===== config.mk =====
export PLATFORM = sky130hd
export DESIGN_NAME = otter_cu_fsm_flat
export DESIGN_NICKNAME = d
export VERILOG_FILES = /design/src/rtl/otter_pkg.sv /design/src/rtl/otter_cu_fsm_if.sv /design/src/rtl/otter_dcdr.sv /design/src/rtl/otter_cu_fsm.sv /design/src/flat_wrapper.sv
export SDC_FILE = /design/constraint.sdc
export NUM_CORES = 1
export LEC_CHECK = 0
export ABC_AREA = 1
export CAP_MARGIN = 10
export CORE_MARGIN = 10
export CORE_UTILIZATION = 30
export CTS_CLUSTER_DIAMETER = 100
export DETAILED_ROUTE_END_ITERATION = 8
export GPL_TIMING_DRIVEN = 0
export PLACE_DENSITY = 0.6
export REMOVE_ABC_BUFFERS = 1
export SLEW_MARGIN = 15
export SYNTH_ARGS = -nofsm -noshare
export SYNTH_HDL_FRONTEND = slang
export SYNTH_HIERARCHICAL = 1
export SYNTH_SLANG_ARGS = --single-unit
export TNS_END_PERCENT = 1

===== constraint.sdc =====
create_clock -name CLK -period 1.1 [get_ports CLK]
set_input_delay 0.165 -clock CLK [delete_from_list [all_inputs] [get_ports CLK]]
set_output_delay 0.165 -clock CLK [all_outputs]
set_load 0.005 [all_outputs]

===== src/rtl/otter_pkg.sv =====
// Shared encodings for the OTTER multicycle control unit: opcodes, FSM states
// and the datapath select values driven by the FSM and the decoder.
package otter_pkg;

  typedef enum logic [6:0] {
    OPC_LUI    = 7'b0110111,
    OPC_AUIPC  = 7'b0010111,
    OPC_JAL    = 7'b1101111,
    OPC_JALR   = 7'b1100111,
    OPC_BRANCH = 7'b1100011,
    OPC_LOAD   = 7'b0000011,
    OPC_STORE  = 7'b0100011,
    OPC_OP_IMM = 7'b0010011,
    OPC_OP     = 7'b0110011,
    OPC_SYSTEM = 7'b1110011
  } opcode_t;

  typedef enum logic [2:0] {
    ST_INIT,
    ST_FETCH,
    ST_EXEC,
    ST_WB,
    ST_INTR
  } state_t;

  localparam logic [2:0] PC_SRC_PLUS4  = 3'd0;
  localparam logic [2:0] PC_SRC_JALR   = 3'd1;
  localparam logic [2:0] PC_SRC_BRANCH = 3'd2;
  localparam logic [2:0] PC_SRC_JAL    = 3'd3;
  localparam logic [2:0] PC_SRC_MTVEC  = 3'd4;
  localparam logic [2:0] PC_SRC_MEPC   = 3'd5;

  localparam logic       SRCA_RS1  = 1'b0;
  localparam logic       SRCA_UIMM = 1'b1;

  localparam logic [1:0] SRCB_RS2  = 2'd0;
  localparam logic [1:0] SRCB_IIMM = 2'd1;
  localparam logic [1:0] SRCB_SIMM = 2'd2;
  localparam logic [1:0] SRCB_PC   = 2'd3;

  localparam logic [1:0] RF_PC4   = 2'd0;
  localparam logic [1:0] RF_CSR   = 2'd1;
  localparam logic [1:0] RF_DOUT2 = 2'd2;
  localparam logic [1:0] RF_ALU   = 2'd3;

  localparam logic [3:0] ALU_ADD = 4'b0000;
  localparam logic [3:0] ALU_LUI = 4'b1001;

  // Unused func3 codes (010, 011) never take the branch.
  function automatic logic branch_taken(input logic [2:0] func3, input logic br_eq,
                                        input logic br_lt, input logic br_ltu);
    case (func3)
      3'b000:  branch_taken = br_eq;
      3'b001:  branch_taken = !br_eq;
      3'b100:  branch_taken = br_lt;
      3'b101:  branch_taken = !br_lt;
      3'b110:  branch_taken = br_ltu;
      3'b111:  branch_taken = !br_ltu;
      default: branch_taken = 1'b0;
    endcase
  endfunction

endpackage


===== src/rtl/otter_cu_fsm_if.sv =====
// Control bundle between the OTTER control unit (master) and the datapath
// (slave): instruction fields and flags in, strobes and selects out.
interface otter_cu_fsm_if;
  logic [6:0] opcode;
  logic [2:0] func3;
  logic       func7_b5;
  logic       br_eq;
  logic       br_lt;
  logic       br_ltu;
  logic       intr;

  logic       core_rst;
  logic       pc_write;
  logic       reg_write;
  logic       mem_rden1;
  logic       mem_rden2;
  logic       mem_we2;
  logic       csr_we;
  logic       int_taken;
  logic       mret_exec;
  logic [2:0] pc_source;
  logic       alu_src_a;
  logic [1:0] alu_src_b;
  logic [1:0] rf_wr_sel;
  logic [3:0] alu_fun;

  modport master (
    input  opcode, func3, func7_b5, br_eq, br_lt, br_ltu, intr,
    output core_rst, pc_write, reg_write, mem_rden1, mem_rden2, mem_we2,
           csr_we, int_taken, mret_exec, pc_source, alu_src_a, alu_src_b,
           rf_wr_sel, alu_fun
  );

  modport slave (
    output opcode, func3, func7_b5, br_eq, br_lt, br_ltu, intr,
    input  core_rst, pc_write, reg_write, mem_rden1, mem_rden2, mem_we2,
           csr_we, int_taken, mret_exec, pc_source, alu_src_a, alu_src_b,
           rf_wr_sel, alu_fun
  );
endinterface


===== src/rtl/otter_dcdr.sv =====
// Combinational instruction decoder: maps opcode/func fields and branch flags
// to datapath selects and ALU function. Strobes are owned by the FSM.
module otter_dcdr
  import otter_pkg::*;
(
  input  logic [6:0] opcode_i,
  input  logic [2:0] func3_i,
  input  logic       func7_b5_i,
  input  logic       br_eq_i,
  input  logic       br_lt_i,
  input  logic       br_ltu_i,
  output logic [2:0] pc_source_o,
  output logic       alu_src_a_o,
  output logic [1:0] alu_src_b_o,
  output logic [1:0] rf_wr_sel_o,
  output logic [3:0] alu_fun_o
);

  // NOTE: every output gets a default before the case so no latch is inferred.
  always_comb begin
    pc_source_o = PC_SRC_PLUS4;
    alu_src_a_o = SRCA_RS1;
    alu_src_b_o = SRCB_RS2;
    rf_wr_sel_o = RF_PC4;
    alu_fun_o   = ALU_ADD;

    case (opcode_t'(opcode_i))
      OPC_OP: begin
        rf_wr_sel_o = RF_ALU;
        alu_fun_o   = {func7_b5_i, func3_i};
      end
      OPC_OP_IMM: begin
        rf_wr_sel_o = RF_ALU;
        alu_src_b_o = SRCB_IIMM;
        // IR[30] is only an opcode bit for shift-right immediates.
        alu_fun_o   = (func3_i == 3'b101) ? {func7_b5_i, func3_i} : {1'b0, func3_i};
      end
      OPC_LUI: begin
        rf_wr_sel_o = RF_ALU;
        alu_src_a_o = SRCA_UIMM;
        alu_fun_o   = ALU_LUI;
      end
      OPC_AUIPC: begin
        rf_wr_sel_o = RF_ALU;
        alu_src_a_o = SRCA_UIMM;
        alu_src_b_o = SRCB_PC;
      end
      OPC_JAL:    pc_source_o = PC_SRC_JAL;
      OPC_JALR:   pc_source_o = PC_SRC_JALR;
      OPC_STORE:  alu_src_b_o = SRCB_SIMM;
      OPC_LOAD:   alu_src_b_o = SRCB_IIMM;
      OPC_BRANCH: pc_source_o = branch_taken(func3_i, br_eq_i, br_lt_i, br_ltu_i)
                                ? PC_SRC_BRANCH : PC_SRC_PLUS4;
      OPC_SYSTEM: begin
        if (func3_i == 3'b000) pc_source_o = PC_SRC_MEPC;
        else                   rf_wr_sel_o = RF_CSR;
      end
      default: ;
    endcase
  end

endmodule


===== src/rtl/otter_cu_fsm.sv =====
// OTTER multicycle control FSM: sequences init, fetch, execute, load
// writeback and interrupt entry; selects come from otter_dcdr in execute.
module otter_cu_fsm
  import otter_pkg::*;
(
  input  logic           CLK,
  input  logic           RST,
  otter_cu_fsm_if.master cu
);

  state_t     state_q, state_d;
  logic [2:0] dec_pc_source;
  logic       dec_alu_src_a;
  logic [1:0] dec_alu_src_b;
  logic [1:0] dec_rf_wr_sel;
  logic [3:0] dec_alu_fun;

  otter_dcdr u_dcdr (
    .opcode_i    (cu.opcode),
    .func3_i     (cu.func3),
    .func7_b5_i  (cu.func7_b5),
    .br_eq_i     (cu.br_eq),
    .br_lt_i     (cu.br_lt),
    .br_ltu_i    (cu.br_ltu),
    .pc_source_o (dec_pc_source),
    .alu_src_a_o (dec_alu_src_a),
    .alu_src_b_o (dec_alu_src_b),
    .rf_wr_sel_o (dec_rf_wr_sel),
    .alu_fun_o   (dec_alu_fun)
  );

  // NOTE: state register uses non-blocking assignment; all combinational
  // logic lives in the always_comb below.
  always_ff @(posedge CLK) begin
    if (RST) state_q <= ST_INIT;
    else     state_q <= state_d;
  end

  always_comb begin
    state_d      = state_q;
    cu.core_rst  = 1'b0;
    cu.pc_write  = 1'b0;
    cu.reg_write = 1'b0;
    cu.mem_rden1 = 1'b0;
    cu.mem_rden2 = 1'b0;
    cu.mem_we2   = 1'b0;
    cu.csr_we    = 1'b0;
    cu.int_taken = 1'b0;
    cu.mret_exec = 1'b0;
    cu.pc_source = PC_SRC_PLUS4;
    cu.alu_src_a = SRCA_RS1;
    cu.alu_src_b = SRCB_RS2;
    cu.rf_wr_sel = RF_PC4;
    cu.alu_fun   = ALU_ADD;

    case (state_q)
      ST_INIT: begin
        cu.core_rst = 1'b1;
        state_d     = ST_FETCH;
      end
      ST_FETCH: begin
        cu.mem_rden1 = 1'b1;
        state_d      = ST_EXEC;
      end
      ST_EXEC: begin
        cu.pc_source = dec_pc_source;
        cu.alu_src_a = dec_alu_src_a;
        cu.alu_src_b = dec_alu_src_b;
        cu.rf_wr_sel = dec_rf_wr_sel;
        cu.alu_fun   = dec_alu_fun;
        if (opcode_t'(cu.opcode) == OPC_LOAD) begin
          // PC holds until writeback so a load completes as one instruction.
          cu.mem_rden2 = 1'b1;
          state_d      = ST_WB;
        end else begin
          cu.pc_write = 1'b1;
          state_d     = cu.intr ? ST_INTR : ST_FETCH;
          case (opcode_t'(cu.opcode))
            OPC_OP, OPC_OP_IMM, OPC_LUI, OPC_AUIPC, OPC_JAL, OPC_JALR:
              cu.reg_write = 1'b1;
            OPC_STORE: cu.mem_we2 = 1'b1;
            OPC_SYSTEM: begin
              if (cu.func3 == 3'b000) begin
                cu.mret_exec = 1'b1;
              end else begin
                cu.csr_we    = 1'b1;
                cu.reg_write = 1'b1;
              end
            end
            default: ;
          endcase
        end
      end
      ST_WB: begin
        cu.reg_write = 1'b1;
        cu.rf_wr_sel = RF_DOUT2;
        cu.pc_write  = 1'b1;
        state_d      = cu.intr ? ST_INTR : ST_FETCH;
      end
      ST_INTR: begin
        cu.int_taken = 1'b1;
        cu.pc_write  = 1'b1;
        cu.pc_source = PC_SRC_MTVEC;
        state_d      = ST_FETCH;
      end
      default: state_d = ST_INIT;
    endcase
  end

endmodule


===== src/flat_wrapper.sv =====
// flat-port wrapper written by rule: the top's interface ports become plain ports
module otter_cu_fsm_flat import otter_pkg::*;
  (CLK, RST, cu_opcode, cu_func3, cu_func7_b5, cu_br_eq, cu_br_lt, cu_br_ltu, cu_intr, cu_core_rst, cu_pc_write, cu_reg_write, cu_mem_rden1, cu_mem_rden2, cu_mem_we2, cu_csr_we, cu_int_taken, cu_mret_exec, cu_pc_source, cu_alu_src_a, cu_alu_src_b, cu_rf_wr_sel, cu_alu_fun);
  otter_cu_fsm_if cu_i ();
  input  logic CLK;
  input  logic RST;
  input wire logic [$bits(cu_i.opcode)-1:0] cu_opcode;
  input wire logic [$bits(cu_i.func3)-1:0] cu_func3;
  input wire logic [$bits(cu_i.func7_b5)-1:0] cu_func7_b5;
  input wire logic [$bits(cu_i.br_eq)-1:0] cu_br_eq;
  input wire logic [$bits(cu_i.br_lt)-1:0] cu_br_lt;
  input wire logic [$bits(cu_i.br_ltu)-1:0] cu_br_ltu;
  input wire logic [$bits(cu_i.intr)-1:0] cu_intr;
  output wire logic [$bits(cu_i.core_rst)-1:0] cu_core_rst;
  output wire logic [$bits(cu_i.pc_write)-1:0] cu_pc_write;
  output wire logic [$bits(cu_i.reg_write)-1:0] cu_reg_write;
  output wire logic [$bits(cu_i.mem_rden1)-1:0] cu_mem_rden1;
  output wire logic [$bits(cu_i.mem_rden2)-1:0] cu_mem_rden2;
  output wire logic [$bits(cu_i.mem_we2)-1:0] cu_mem_we2;
  output wire logic [$bits(cu_i.csr_we)-1:0] cu_csr_we;
  output wire logic [$bits(cu_i.int_taken)-1:0] cu_int_taken;
  output wire logic [$bits(cu_i.mret_exec)-1:0] cu_mret_exec;
  output wire logic [$bits(cu_i.pc_source)-1:0] cu_pc_source;
  output wire logic [$bits(cu_i.alu_src_a)-1:0] cu_alu_src_a;
  output wire logic [$bits(cu_i.alu_src_b)-1:0] cu_alu_src_b;
  output wire logic [$bits(cu_i.rf_wr_sel)-1:0] cu_rf_wr_sel;
  output wire logic [$bits(cu_i.alu_fun)-1:0] cu_alu_fun;
  assign cu_i.opcode = cu_opcode;
  assign cu_i.func3 = cu_func3;
  assign cu_i.func7_b5 = cu_func7_b5;
  assign cu_i.br_eq = cu_br_eq;
  assign cu_i.br_lt = cu_br_lt;
  assign cu_i.br_ltu = cu_br_ltu;
  assign cu_i.intr = cu_intr;
  assign cu_core_rst = cu_i.core_rst;
  assign cu_pc_write = cu_i.pc_write;
  assign cu_reg_write = cu_i.reg_write;
  assign cu_mem_rden1 = cu_i.mem_rden1;
  assign cu_mem_rden2 = cu_i.mem_rden2;
  assign cu_mem_we2 = cu_i.mem_we2;
  assign cu_csr_we = cu_i.csr_we;
  assign cu_int_taken = cu_i.int_taken;
  assign cu_mret_exec = cu_i.mret_exec;
  assign cu_pc_source = cu_i.pc_source;
  assign cu_alu_src_a = cu_i.alu_src_a;
  assign cu_alu_src_b = cu_i.alu_src_b;
  assign cu_rf_wr_sel = cu_i.rf_wr_sel;
  assign cu_alu_fun = cu_i.alu_fun;
  otter_cu_fsm u_core (.CLK(CLK), .RST(RST), .cu(cu_i));
endmodule

==> key figures <==
Global route
  • Initial antenna violation count: 0
  • Vias in the first global route: 1,059
  • Global-route usage over all layers: 10.8%
  • First-pass GRT wire length: 4.57 mm
  • Largest net degree at the start of global routing: 13
  • GRT overflow: 0

Placed design
  • Gpl congestion: 0.806
  • DP Wirelength: 2.02 mm
  • Port bufs: 37
  • Post-place setup slack: -1.11 ns

Cells and area
  • Reg with most FFs: u_core/state_q
  • Top Registers: u_core/state_q x3
  • Max FFs per register: 3
  • Area occupied by multi-input gates: 659 sq um
  • # diodes: 0
  • Share of cells above drive strength 1: 48.2%
  • FF/Latch Area: 66.3 sq um
  • Area grow syn2layout: 79.1%
  • Nets: 217
  • Fillers: 255

Timing
  • Fin crit share: 132%
  • Worst-Margin Slew: 0.265 ns
  • Tightest hold margin: 0.466 ns
  • F_max: 690 MHz
  • Final WS setup: -0.350 ns
  • Max_slew headroom: 82.2%
  • Final Setup Violations: 22
  • Final Hold Fails: 0
  • Clock Skew: 0.00364 ns
  • RSZ-0062 raised after global routing: yes
  • Max Slew Vio Count: 0
  • Min Tclk post-route: 1.45 ns

Setup path
  • Worst EP required: 0.94 ns
  • Crit. path cell count: 7
  • CP arrival: 1.28 ns
  • Critical Path Fanout Max: 12
  • Critical Path End Type: output port
  • Startpoint types: register
  • Bufs and invs on worst path: 4
  • Delay of the slowest critical-path stage: 0.33 ns
  • Worst-path cell chain: inv_2 > nand2_4 > nor2_8 > buf_12 > inv_8 > nor4_4 > buf_2
  • Setup CP Type: reg2out
  • Crit-path leading delay family: buffers and inverters
  • Worst reg2reg path depth: 7
  • Slowest CP cell: dfxtp_2

Power
  • Sequential group share of total power: 19.3%
  • P per Cell Area: 510 nW/um^2
  • Int Pwr: 0.403 mW
  • LEAKAGE: 0.729 nW
  • Total Power: 0.691 mW
  • Part of the power in combinational logic: 49.7%
  • Sw Ratio: 41.6%
  • Clock network fraction of total power: 30.9%
  • Worst vdd ir: 0.515 mV
  • Switching pwr: 0.287 mW

Synth
  • Yosys warnings: 6
  • Mapped Cells: 145
  • Register area share after synthesis: 7.95%
  • FF+latch count, synth: 3
  • Avg Cell Area, Syn: 5.21 sq um
  • Synth cell types: 23
  • Area of the mapped netlist: 756 sq um

Routing
  • First-pass detailed-route iteration total: 4
  • Final WL: 2.71 mm
  • DR iter-0 viols: 34
  • Post-route DRC: 0
  • Vias: 1,073
  • Vias/cell: 4.69
  • Antenna viol nets, final: 0
  • Wire per inst: 11.8 um

CTS
  • Clock sink count: 3
  • Clk root buf: clkbuf_4
  • Clk slew on worst S/H paths: 0.04 ns
  • TritonCTS buffer count: 3
  • Hold buffer count at cts: 0
  • H-tree depth: 1
  • Worst-case clock buffer depth: 2
  • Worst-Skew Late Latency: 0.25 ns
  • CTS tree: yes

Floorplanning
  • Die width: 70.2 um
  • Die Area: 4930 sq um
  • Row cnt: 18
  • Starting Density: 31.1%
  • Top-Level Pins: 38
  • CORE AREA: 2430 sq um
  • Die Y-Extent: 70.2 um

Job
  • Max_cap viols: 0

Min path
  • Tightest Hold Check Type: in2reg
  • Hold path depth: 5

Status
  • Outcome: finished, violations left
  • Violated checks: negative setup slack
==> cell usage after synthesis, drive strengths merged <==
master | n | share of area [%]
inv | 39 | 19
nand2 | 39 | 20
nor2 | 23 | 17
nand3 | 20 | 15
nor3 | 6 | 6.1
a21oi | 5 | 3.8
dfxtp | 3 | 7.9
nand4 | 3 | 2.5
o21ai | 3 | 2.5
nor4 | 2 | 2.5
buf | 1 | 1.5
o22ai | 1 | 1.7
==> final timing paths <==
path | start | to | slack (ns)
setup reg to reg | u_core/state_q[2]$_SDFF_PP0_ | u_core/state_q[0]$_SDFF_PP0_ | 0
hold reg to reg | u_core/state_q[2]$_SDFF_PP0_ | u_core/state_q[2]$_SDFF_PP0_ | 0.55
setup / recovery | u_core/state_q[2]$_SDFF_PP0_ | cu_mem_we2 | -0.35
hold / removal | cu_opcode[5] | u_core/state_q[1]$_SDFF_PP0_ | 0.47
==> stage by stage <==
| stage | TNS [ns] | utilization (%) | instance area [sq um] | instances |
|---|---|---|---|---|
| CTS | -5.96 | 54.3 | 1320 | 229 |
| finish | -5.38 | 55.7 | 1350 | 229 |
| global placement | -19.48 | 47.4 | 1150 | 211 |
| global route | -7.00 | 55.7 | 1350 | 229 |
| detailed placement | -19.96 | 47.4 | 1150 | 211 |
| floorplan | 0 | - | 744 | 144 |
==> power by group through the flow <==
| stage | Clock (mW) | Combinational [mW] | Sequential (mW) |
|---|---|---|---|
| finish | 0.214 | 0.343 | 0.134 |
| detailed placement | 0 | 0.287 | 0.132 |
| global placement | 0 | 0.283 | 0.131 |
| floorplan | 0 | 0.136 | 0.131 |
| global route | 0.236 | 0.379 | 0.135 |
| CTS | 0.218 | 0.330 | 0.133 |
==> tightest hold or removal path: stages <==
cell and delay, ns:
buf_2 0.21, nor3_2 0.10, nand3_4 0.07, buf_6 0.09
a21oi_2 0.04
==> cell usage in the layout, fill, tap and decap left out, types with 4 or more instances in the layout <==
cell / count
nand2_2: 4
nand3_1: 14
nor2_2: 12
buf_2: 19
nand3_2: 4
nand2_1: 32
nor2_1: 8
inv_1: 33
buf_4: 7
clkdlybuf4s50_1: 4
buf_6: 10
clkdlybuf4s15_2: 4
inv_2: 5
==> what timing repair did <==
action	CTS	global route
resized for setup	149	19
endpoints found under the hold margin	0	0
endpoints found under the setup margin	24	23
buffers inserted	14	0
pin swaps	15	4
==> cells by family after synthesis <==
group / share of synthesized area [%]
simple gates: 63.2
flops: 7.95
compound gates: 7.95
buf+inv: 20.9
==> routing by layer <==
metal	share of wire [%]	track usage (%)	wire (um)	up-vias
li1	-	-	-	555
met1	42	11.7	1140	481
met2	51	19.0	1380	33
met3	5.2	2.97	142	4
met4	1.5	4.61	42	0
met5	0	0	0	-
==> area by class of cell <==
cell class | count | area share [%]
clock buffer | 4 | 1.94
inverter | 39 | 11.4
multi-input combinational | 102 | 48.7
sequential | 3 | 4.90
tap | 30 | 2.77
timing repair buffer | 51 | 30.3
No activity file was read; power rests on OpenSTA's default activity.
